[config.mk]
export PLATFORM = sky130hd
export DESIGN_NAME = regfile_wb_arbiter
export DESIGN_NICKNAME = d
export VERILOG_FILES = /design/src/rtl/regfile_wb_arbiter.sv
export SDC_FILE = /design/constraint.sdc
export NUM_CORES = 1
export LEC_CHECK = 0
export ABC_AREA = 0
export BUFFER_PORTS_ARGS = -buffer_cell sky130_fd_sc_hd__buf_4
export CAP_MARGIN = 40
export CORE_ASPECT_RATIO = 0.8
export CORE_MARGIN = 2
export CORE_UTILIZATION = 55
export DETAILED_ROUTE_END_ITERATION = 10
export PLACE_DENSITY = 0.89
export SETUP_SLACK_MARGIN = 0.05
export SYNTH_ARGS = -nofsm -noshare
export SYNTH_HDL_FRONTEND = slang
export SYNTH_SLANG_ARGS = --single-unit
[constraint.sdc]
create_clock -name clock_i -period 7.6 [get_ports clock_i]
set_input_delay 0.38 -clock clock_i [delete_from_list [all_inputs] [get_ports clock_i]]
set_output_delay 0.38 -clock clock_i [all_outputs]
set_load 0.03 [all_outputs]
[src/rtl/regfile_wb_arbiter.sv]
// Merges two pipe writebacks and a queued load-unit writeback onto two regfile write ports.
// Optional drop counter output is enabled by defining WB_ARB_DROPCNT_EN.
module regfile_wb_arbiter #(
  parameter int STARVE_LIMIT = 4
) (
  input  logic        clock_i,
  input  logic        reset_i,
  input  logic        A_wr_valid_i,
  input  logic [4:0]  A_wr_addr_i,
  input  logic [31:0] A_wr_data_i,
  input  logic        B_wr_valid_i,
  input  logic [4:0]  B_wr_addr_i,
  input  logic [31:0] B_wr_data_i,
  input  logic        ld_valid_i,
  output logic        ld_ready_o,
  input  logic [4:0]  ld_addr_i,
  input  logic [31:0] ld_data_i,
  output logic        A_rd_write_o,
  output logic [4:0]  A_rd_addr_o,
  output logic [31:0] A_rd_data_o,
  output logic        B_rd_write_o,
  output logic [4:0]  B_rd_addr_o,
  output logic [31:0] B_rd_data_o,
  output logic        stall_o
`ifdef WB_ARB_DROPCNT_EN
  ,
  output logic [15:0] drop_count_o
`endif
);

  localparam logic [2:0] LIMIT = 3'(STARVE_LIMIT);

  typedef enum logic [1:0] {IDLE, DRAIN, STARVED} state_t;

  state_t      state;
  state_t      state_next;
  logic [4:0]  fifo_addr [2];
  logic [31:0] fifo_data [2];
  logic        rd_ptr;
  logic        wr_ptr;
  logic [1:0]  count;
  logic [1:0]  count_next;
  logic [2:0]  age;
  logic [2:0]  age_next;

  logic        a_live;
  logic        b_live;
  logic        a_ok;
  logic        b_ok;
  logic        nonempty;
  logic [4:0]  head_addr;
  logic [31:0] head_data;
  logic        head_hit;
  logic        drain_a;
  logic        drain_b;
  logic        pop;
  logic        push;

  // Pipe B wins a same-register collision; a queued load older than any pipe write to its register is discarded.
  always_comb begin
    a_live    = A_wr_valid_i && (A_wr_addr_i != 5'd0);
    b_live    = B_wr_valid_i && (B_wr_addr_i != 5'd0);
    a_ok      = a_live && !(b_live && (B_wr_addr_i == A_wr_addr_i));
    b_ok      = b_live;
    nonempty  = (count != 2'd0);
    head_addr = fifo_addr[rd_ptr];
    head_data = fifo_data[rd_ptr];
    head_hit  = nonempty && ((a_live && (A_wr_addr_i == head_addr)) ||
                             (b_live && (B_wr_addr_i == head_addr)));
    drain_a   = nonempty && !head_hit && !a_ok;
    drain_b   = nonempty && !head_hit && a_ok && !b_ok;
    pop       = head_hit || drain_a || drain_b;
    push      = ld_valid_i && ld_ready_o && (ld_addr_i != 5'd0);
  end

  always_comb begin
    count_next = count;
    if (push && !pop) begin
      count_next = count + 2'd1;
    end else if (pop && !push) begin
      count_next = count - 2'd1;
    end
    age_next = 3'd0;
    if (!pop && nonempty) begin
      age_next = (age == 3'd7) ? 3'd7 : age + 3'd1;
    end
  end

  always_comb begin
    state_next = state;
    case (state)
      IDLE: begin
        if (push) state_next = DRAIN;
      end
      DRAIN: begin
        if (pop && (count_next == 2'd0)) state_next = IDLE;
        else if (!pop && (age >= LIMIT)) state_next = STARVED;
      end
      STARVED: begin
        if (pop) state_next = (count_next == 2'd0) ? IDLE : DRAIN;
      end
      default: state_next = IDLE;
    endcase
  end

  always_ff @(posedge clock_i or posedge reset_i) begin
    if (reset_i) begin
      state      <= IDLE;
      count      <= 2'd0;
      age        <= 3'd0;
      rd_ptr     <= 1'b0;
      wr_ptr     <= 1'b0;
      ld_ready_o <= 1'b1;
      stall_o    <= 1'b0;
      for (int i = 0; i < 2; i++) begin
        fifo_addr[i] <= 5'd0;
        fifo_data[i] <= 32'd0;
      end
    end else begin
      state      <= state_next;
      count      <= count_next;
      age        <= age_next;
      ld_ready_o <= (count_next != 2'd2);
      stall_o    <= (state_next == STARVED);
      if (push) begin
        fifo_addr[wr_ptr] <= ld_addr_i;
        fifo_data[wr_ptr] <= ld_data_i;
        wr_ptr            <= ~wr_ptr;
      end
      if (pop) rd_ptr <= ~rd_ptr;
    end
  end

  // Idle ports present zero address and data so stale values never look like a write.
  always_ff @(posedge clock_i or posedge reset_i) begin
    if (reset_i) begin
      A_rd_write_o <= 1'b0;
      A_rd_addr_o  <= 5'd0;
      A_rd_data_o  <= 32'd0;
      B_rd_write_o <= 1'b0;
      B_rd_addr_o  <= 5'd0;
      B_rd_data_o  <= 32'd0;
    end else begin
      A_rd_write_o <= a_ok || drain_a;
      A_rd_addr_o  <= a_ok ? A_wr_addr_i : (drain_a ? head_addr : 5'd0);
      A_rd_data_o  <= a_ok ? A_wr_data_i : (drain_a ? head_data : 32'd0);
      B_rd_write_o <= b_ok || drain_b;
      B_rd_addr_o  <= b_ok ? B_wr_addr_i : (drain_b ? head_addr : 5'd0);
      B_rd_data_o  <= b_ok ? B_wr_data_i : (drain_b ? head_data : 32'd0);
    end
  end

`ifdef WB_ARB_DROPCNT_EN
  logic [1:0]  drop_inc;
  logic [16:0] drop_sum;

  always_comb begin
    drop_inc = {1'b0, (a_live && !a_ok)} + {1'b0, head_hit};
    drop_sum = {1'b0, drop_count_o} + {15'd0, drop_inc};
  end

  always_ff @(posedge clock_i or posedge reset_i) begin
    if (reset_i) drop_count_o <= 16'd0;
    else         drop_count_o <= drop_sum[16] ? 16'hFFFF : drop_sum[15:0];
  end
`endif

endmodule

# [After elaboration in Yosys (flattened, before gate mapping)]
# Index checks and enable logic that the tools add are counted.
[word_totals] regBits=161 inputBits=116 output_inout_bits=78
[op_classes] addsub=3 magnitude_cmp=4 eq_ne=8 n_mux=30 bitwise=4 n_reduce_logical=36
[ops] cell="$mux W32" n=8
[ops] cell="$bwmux W64" n=1
[ops] cell="$mux W5" n=8
[ops] cell="$demux W32 S1" n=1
[ops] cell="$logic_and A1 B1 Y1" n=19
[ops] cell="$eq A5 B5 Y1" n=3
[ops] cell="$reduce_bool A5 Y1" n=3
[ops] cell="$mux W2" n=6
[ops] cell="$bwmux W10" n=1
[ops] cell="$logic_not A1 Y1" n=6
[ops] cell="$mux W3" n=2
[ops] cell="$pmux W2 S3" n=1
[ops] cell="$demux W5 S1" n=1
[ops] cell="$logic_or A1 B1 Y1" n=5
[ops] cell="$eq A2 B2 Y1 const B" n=2
[ops] cell="$ge A2 B2 Y1 const B" n=2
[ops] cell="$logic_not A2 Y1" n=2
[ops] cell="$not A1 Y2" n=2
[ops] cell="$add A3 B1 Y3 const B" n=1
[ops] cell="$eq A3 B3 Y1 const B" n=1
[ops] cell="$ge A3 B3 Y1 const B" n=1
[ops] cell="$add A2 B1 Y2 const B" n=1
[ops] cell="$eq A2 B1 Y1 const B" n=1
[ops] cell="$lt A2 B1 Y1 const B" n=1
[ops] cell="5 further kinds" n=6

# [Logic depth before layout (Yosys ltp)]
[depth] ltp_word=21 depth_mapped=11 depth_no_buf=7

# [Worst setup path before layout]
# Ideal clock, no wire load.
[synth_timing] path_type="register to register" from="register rd_ptr" to="register B_rd_data_o[18]" arrival_time_ps=2298 path_slack_ps=5225 path_stages_with_launch=12 synth_period_minus_slack_ps=2375 path_cell_list="dfrtp_1 > buf_2 > mux2i_1 > xnor2_1 > nor4_1 > a22oi_2 > nand2b_1 > buf_2 > or3_1 > buf_2 > buf_6 > o21ai_1"
[synth_between] elab_chain_len=14 word_cells_on_any_way=19 cone_classes="eq/ne (2); mux (8); bitwise (1); reduce/logical (8)"
[synth_rtl] element="from (decl)" line="39" text="logic rd_ptr;"
[synth_rtl] element="from (signal assigned)" line="130" text="if (pop) rd_ptr <= ~rd_ptr;"
[synth_rtl] element="$not A1 Y2 (implied by the code) *" line="66, 67"
[synth_rtl] element="$mux W5 (implied by the code) (3 in series)" line="66" text="head_addr = fifo_addr[rd_ptr];"
[synth_rtl] element="$eq A5 B5 Y1, on equally long branches" line="68, 69"
[synth_rtl] element="$logic_and A1 B1 Y1, on equally long branches" line="68, 69"
[synth_rtl] element="$logic_or A1 B1 Y1" line="68" text="head_hit = nonempty && ((a_live && (A_wr_addr_i == head_addr)) ||"
[synth_rtl] element="$logic_and A1 B1 Y1" line="68"
[synth_rtl] element="$logic_not A1 Y1" line="71" text="drain_b = nonempty && !head_hit && a_ok && !b_ok;"
[synth_rtl] element="$logic_and A1 B1 Y1 (3 in series)" line="71"
[synth_rtl] element="$mux W32 * (2 in series)" line="149" text="B_rd_data_o <= b_ok ? B_wr_data_i : (drain_b ? head_data : 32'd0);"
[synth_rtl] element="to (signal assigned)" line="149"
[synth_rtl] element="to (decl)" line="23" text="output logic [31:0] B_rd_data_o,"
# Every way passes the cells marked *; elsewhere a longest branch is shown, timed or not. The select of a mux whose other input is x is not followed.
# A chain may end at the register's enable or synchronous reset.

# [Worst setup path after layout]
[layout_timing] from="register rd_ptr" to="register B_rd_data_o[26]"
# Same word-level chain as after synthesis.

==> results.cfg <==
[final_layout]
final_cells = 879
final_nets = 838
antennaDiodeCount = 0
design_area_mm2 = 0.008874
post-route-util_pct = 76.18
num-fill-cells = 776
drive_above_1_share_pct = 43.09
areaGrowthSynthToFinish_pct = 33.23

[yosys]
yosysSeqAreaShare_pct = 60.51
syn-cell-area_mm2 = 0.006660
ys_warn_count = 0
synth_seq_cells = 161
yosys.area.top_type = dfrtp_1
yosysUniqueCellTypes = 38
syn_area_per_cell_um2 = 12.54
synth_area_leaders = dfrtp_1 (60%), mux2_2 (13%), mux2i_1 (5.6%), nand2_1 (4.6%), o31ai_1 (4.2%)
synth.top_cell.area_share_pct = 60.12
syn_nets = 649
syn_inst = 531

[critical_path]
critical_path.cell_chain = mux2i_1, xnor2_1, nor4_1, a22oi_2, nand2b_2, or3_1, buf_4, o21ai_0
endpoint_kind = register
cp-start-kind = register
cp_max_fo = 41
slowest_delay_ns = 0.69
crit_family = simple AND/OR/NAND/NOR gates
arrival_ns = 3.94
reg2reg_slack_ns = 3.98
rr_worst_depth = 8
cp_slowest_cell = dfrtp_2
r2r-end = B_rd_data_o[26]
r2r_start = rd_ptr
crit_buf_inv = 1
worst-endpoint-required_ns = 7.92
critical_path_class = reg -> reg

[cts]
cts_buffers = 17
clock_latency_ns = 0.41
cts_resized = 0
cts_setup_buffers = 0
cts_buffer_depth = 2
h-tree-depth = 4
cts_hold_buf = 0
path_clk_slew_ns = 0.06
cts_sinks = 161
cts_tree = yes
root_buffer = clkbuf_16

[placement]
gp_congestion = 0.8857
dp_cells = 849
dpl_cell_area_mm2 = 0.008304
dp.final_hpwl_mm = 11.38
io_buffers = 193

[global_route]
grt_pass1_wl_mm = 26.07
antenna_found_initial = 0
grt.total_usage_pct = 26.00
grt_max_degree = 81
grt_overflow_total = 0
grt_pass1_vias = 5205

[status]
outcome = complete, no violations

[sta]
slew_headroom_pct = 34.43
fmax_mhz = 276.1
hold_viol_final = 0
layout_min_cycle_time_ns = 3.622
setup_viol_count_final = 0
fin_worst_skew_ns = 0.01149
worst_pin_slew_ns = 0.9776
whs_ns = 0.09618
rsz0062_at_grt = no
finalCritPeriodShare_pct = 47.66
tns_ns = 0
slew_viol_final = 0

[floorplan]
ios = 194
initial_core_util_pct = 57.18
die_x_um = 127.0
die_area_mm2 = 0.01301
rows = 35
fp.dieH_um = 102.4
core_mm2 = 0.01165

[routing]
totalWireLength_mm = 16.65
drc = 0
drtAntennaViolNets = 0
vias = 4937
wl_per_cell_um = 18.95
drtIter0Drc = 305
vias_per_cell = 5.617
drt_first_pass_iters = 4

[power_and_ir_drop]
power.density_mw_per_mm2 = 415.0
ir_worst_vdd_mv = 0.2760
leakage_nw = 4.211

[min_path]
hold_path_class = in -> async

[run]
cap_viol_max_count = 0
## final cells by class
type	count	area (um^2)	area share, %
Clock inverter	8	105.1	1.184
Timing Repair Buffer	201	1569	17.68
Inverter	4	20.02	0.2256
Tap cell	148	185.2	2.087
Multi-Input combinational cell	335	2499	28.16
Clock buffer	22	464.2	5.231
Sequential cell	161	4031	45.43
## cell families (layout without fill, tap and decap cells)
family / Yosys count / in the layout / synth area share, %
fa+ha+maj: 2 / 2 / 0.3757
simple gates: 107 / 107 / 6.763
compound gates: 96 / 96 / 9.393
mux: 111 / 111 / 18.07
flops: 161 / 161 / 60.51
xor+xnor: 19 / 19 / 2.499
buf+inv: 35 / 235 / 2.386
## synth_stat cells
master and number:
a21oi_1 6, a21oi_2 1, xor2_1 6, o21ai_0 9, nor3_1 2, o221a_2 1, o21ai_1 30, nor2_1 7
o32a_1 1, xnor2_1 13, nand2b_1 5, clkbuf_1 21, inv_1 4, o21a_1 1, or4_1 3, buf_1 3
ha_1 2, o31ai_1 37, nor4_1 2, a22oi_2 1, nand3b_1 1, buf_6 3, a31oi_1 2, nor2b_1 2
mux2_2 74, mux2i_1 37, or3b_2 1, nand3_1 1, o21ai_2 2, a32o_1 1, dfstp_2 1, o211a_1 1
o211ai_1 2, or3_1 1, nand2_1 82, buf_2 4, a211oi_1 1, dfrtp_1 160
## layer usage
layer	track usage [%]	routed length (um)	vias to the layer above
met3	6.649	1122	13
met1	31.83	6795	2505
li1	-	-	2240
met2	46.90	8615	179
met5	0	0	-
met4	6.509	119	0
## how the worst max path moves through the flow
stage	to	start	cells after the start
6_report	B_rd_data_o[26]	rd_ptr	8
5_1_grt	B_rd_data_o[26]	rd_ptr	8
4_1_cts	B_rd_data_o[26]	rd_ptr	8
3_5_place_dp	B_rd_data_o[27]	rd_ptr	8
3_3_place_gp	B_rd_data_o[24]	rd_ptr	8
2_1_floorplan	A_rd_addr_o[0]	reset_i	1
## where the power goes
part	internal, mW	leakage, nW	switching (mW)
clock network	0.499	0.269	0.323
registers	1.20	1.95	0.187
logic	0.641	1.99	0.829
total	2.34	4.21	1.34
## stage by stage
stage	setup WS (ns)	power (mW)
after floorplan	2.873	2.352
after global placement	4.324	2.757
after detailed placement	4.119	2.859
after CTS	4.017	3.699
after global routing	3.770	3.850
final	3.978	3.683
## worst reg2reg max path, cell delays in order (launching register included)
cell,delay (ns)
dfrtp_2,0.69
mux2i_1,0.54
xnor2_1,0.21
nor4_1,0.09
a22oi_2,0.32
nand2b_2,0.60
or3_1,0.55
buf_4,0.27
o21ai_0,0.27
## cells in the final DEF (no fill, tap or decap), types with 4 or more instances in the layout
cell type  instances
xnor2_1           13
clkbuf_16         17
o31ai_1           37
buf_4            198
a21oi_1            6
mux2i_1           37
mux2_2            74
o21ai_0            9
nand2_1           81
o21ai_1           30
dfrtp_1          159
xor2_1             6
nor2_1             6
nand2b_1           4
## state kept, by name (all words and copies together), names as in the netlist, 2 cells and up
name and cells:
fifo_data 64, age 3, A_rd_addr_o 5, B_rd_data_o 32, count 2, state 2
B_rd_addr_o 5, fifo_addr 10, A_rd_data_o 32
Power figures use the tool's default switching activity.
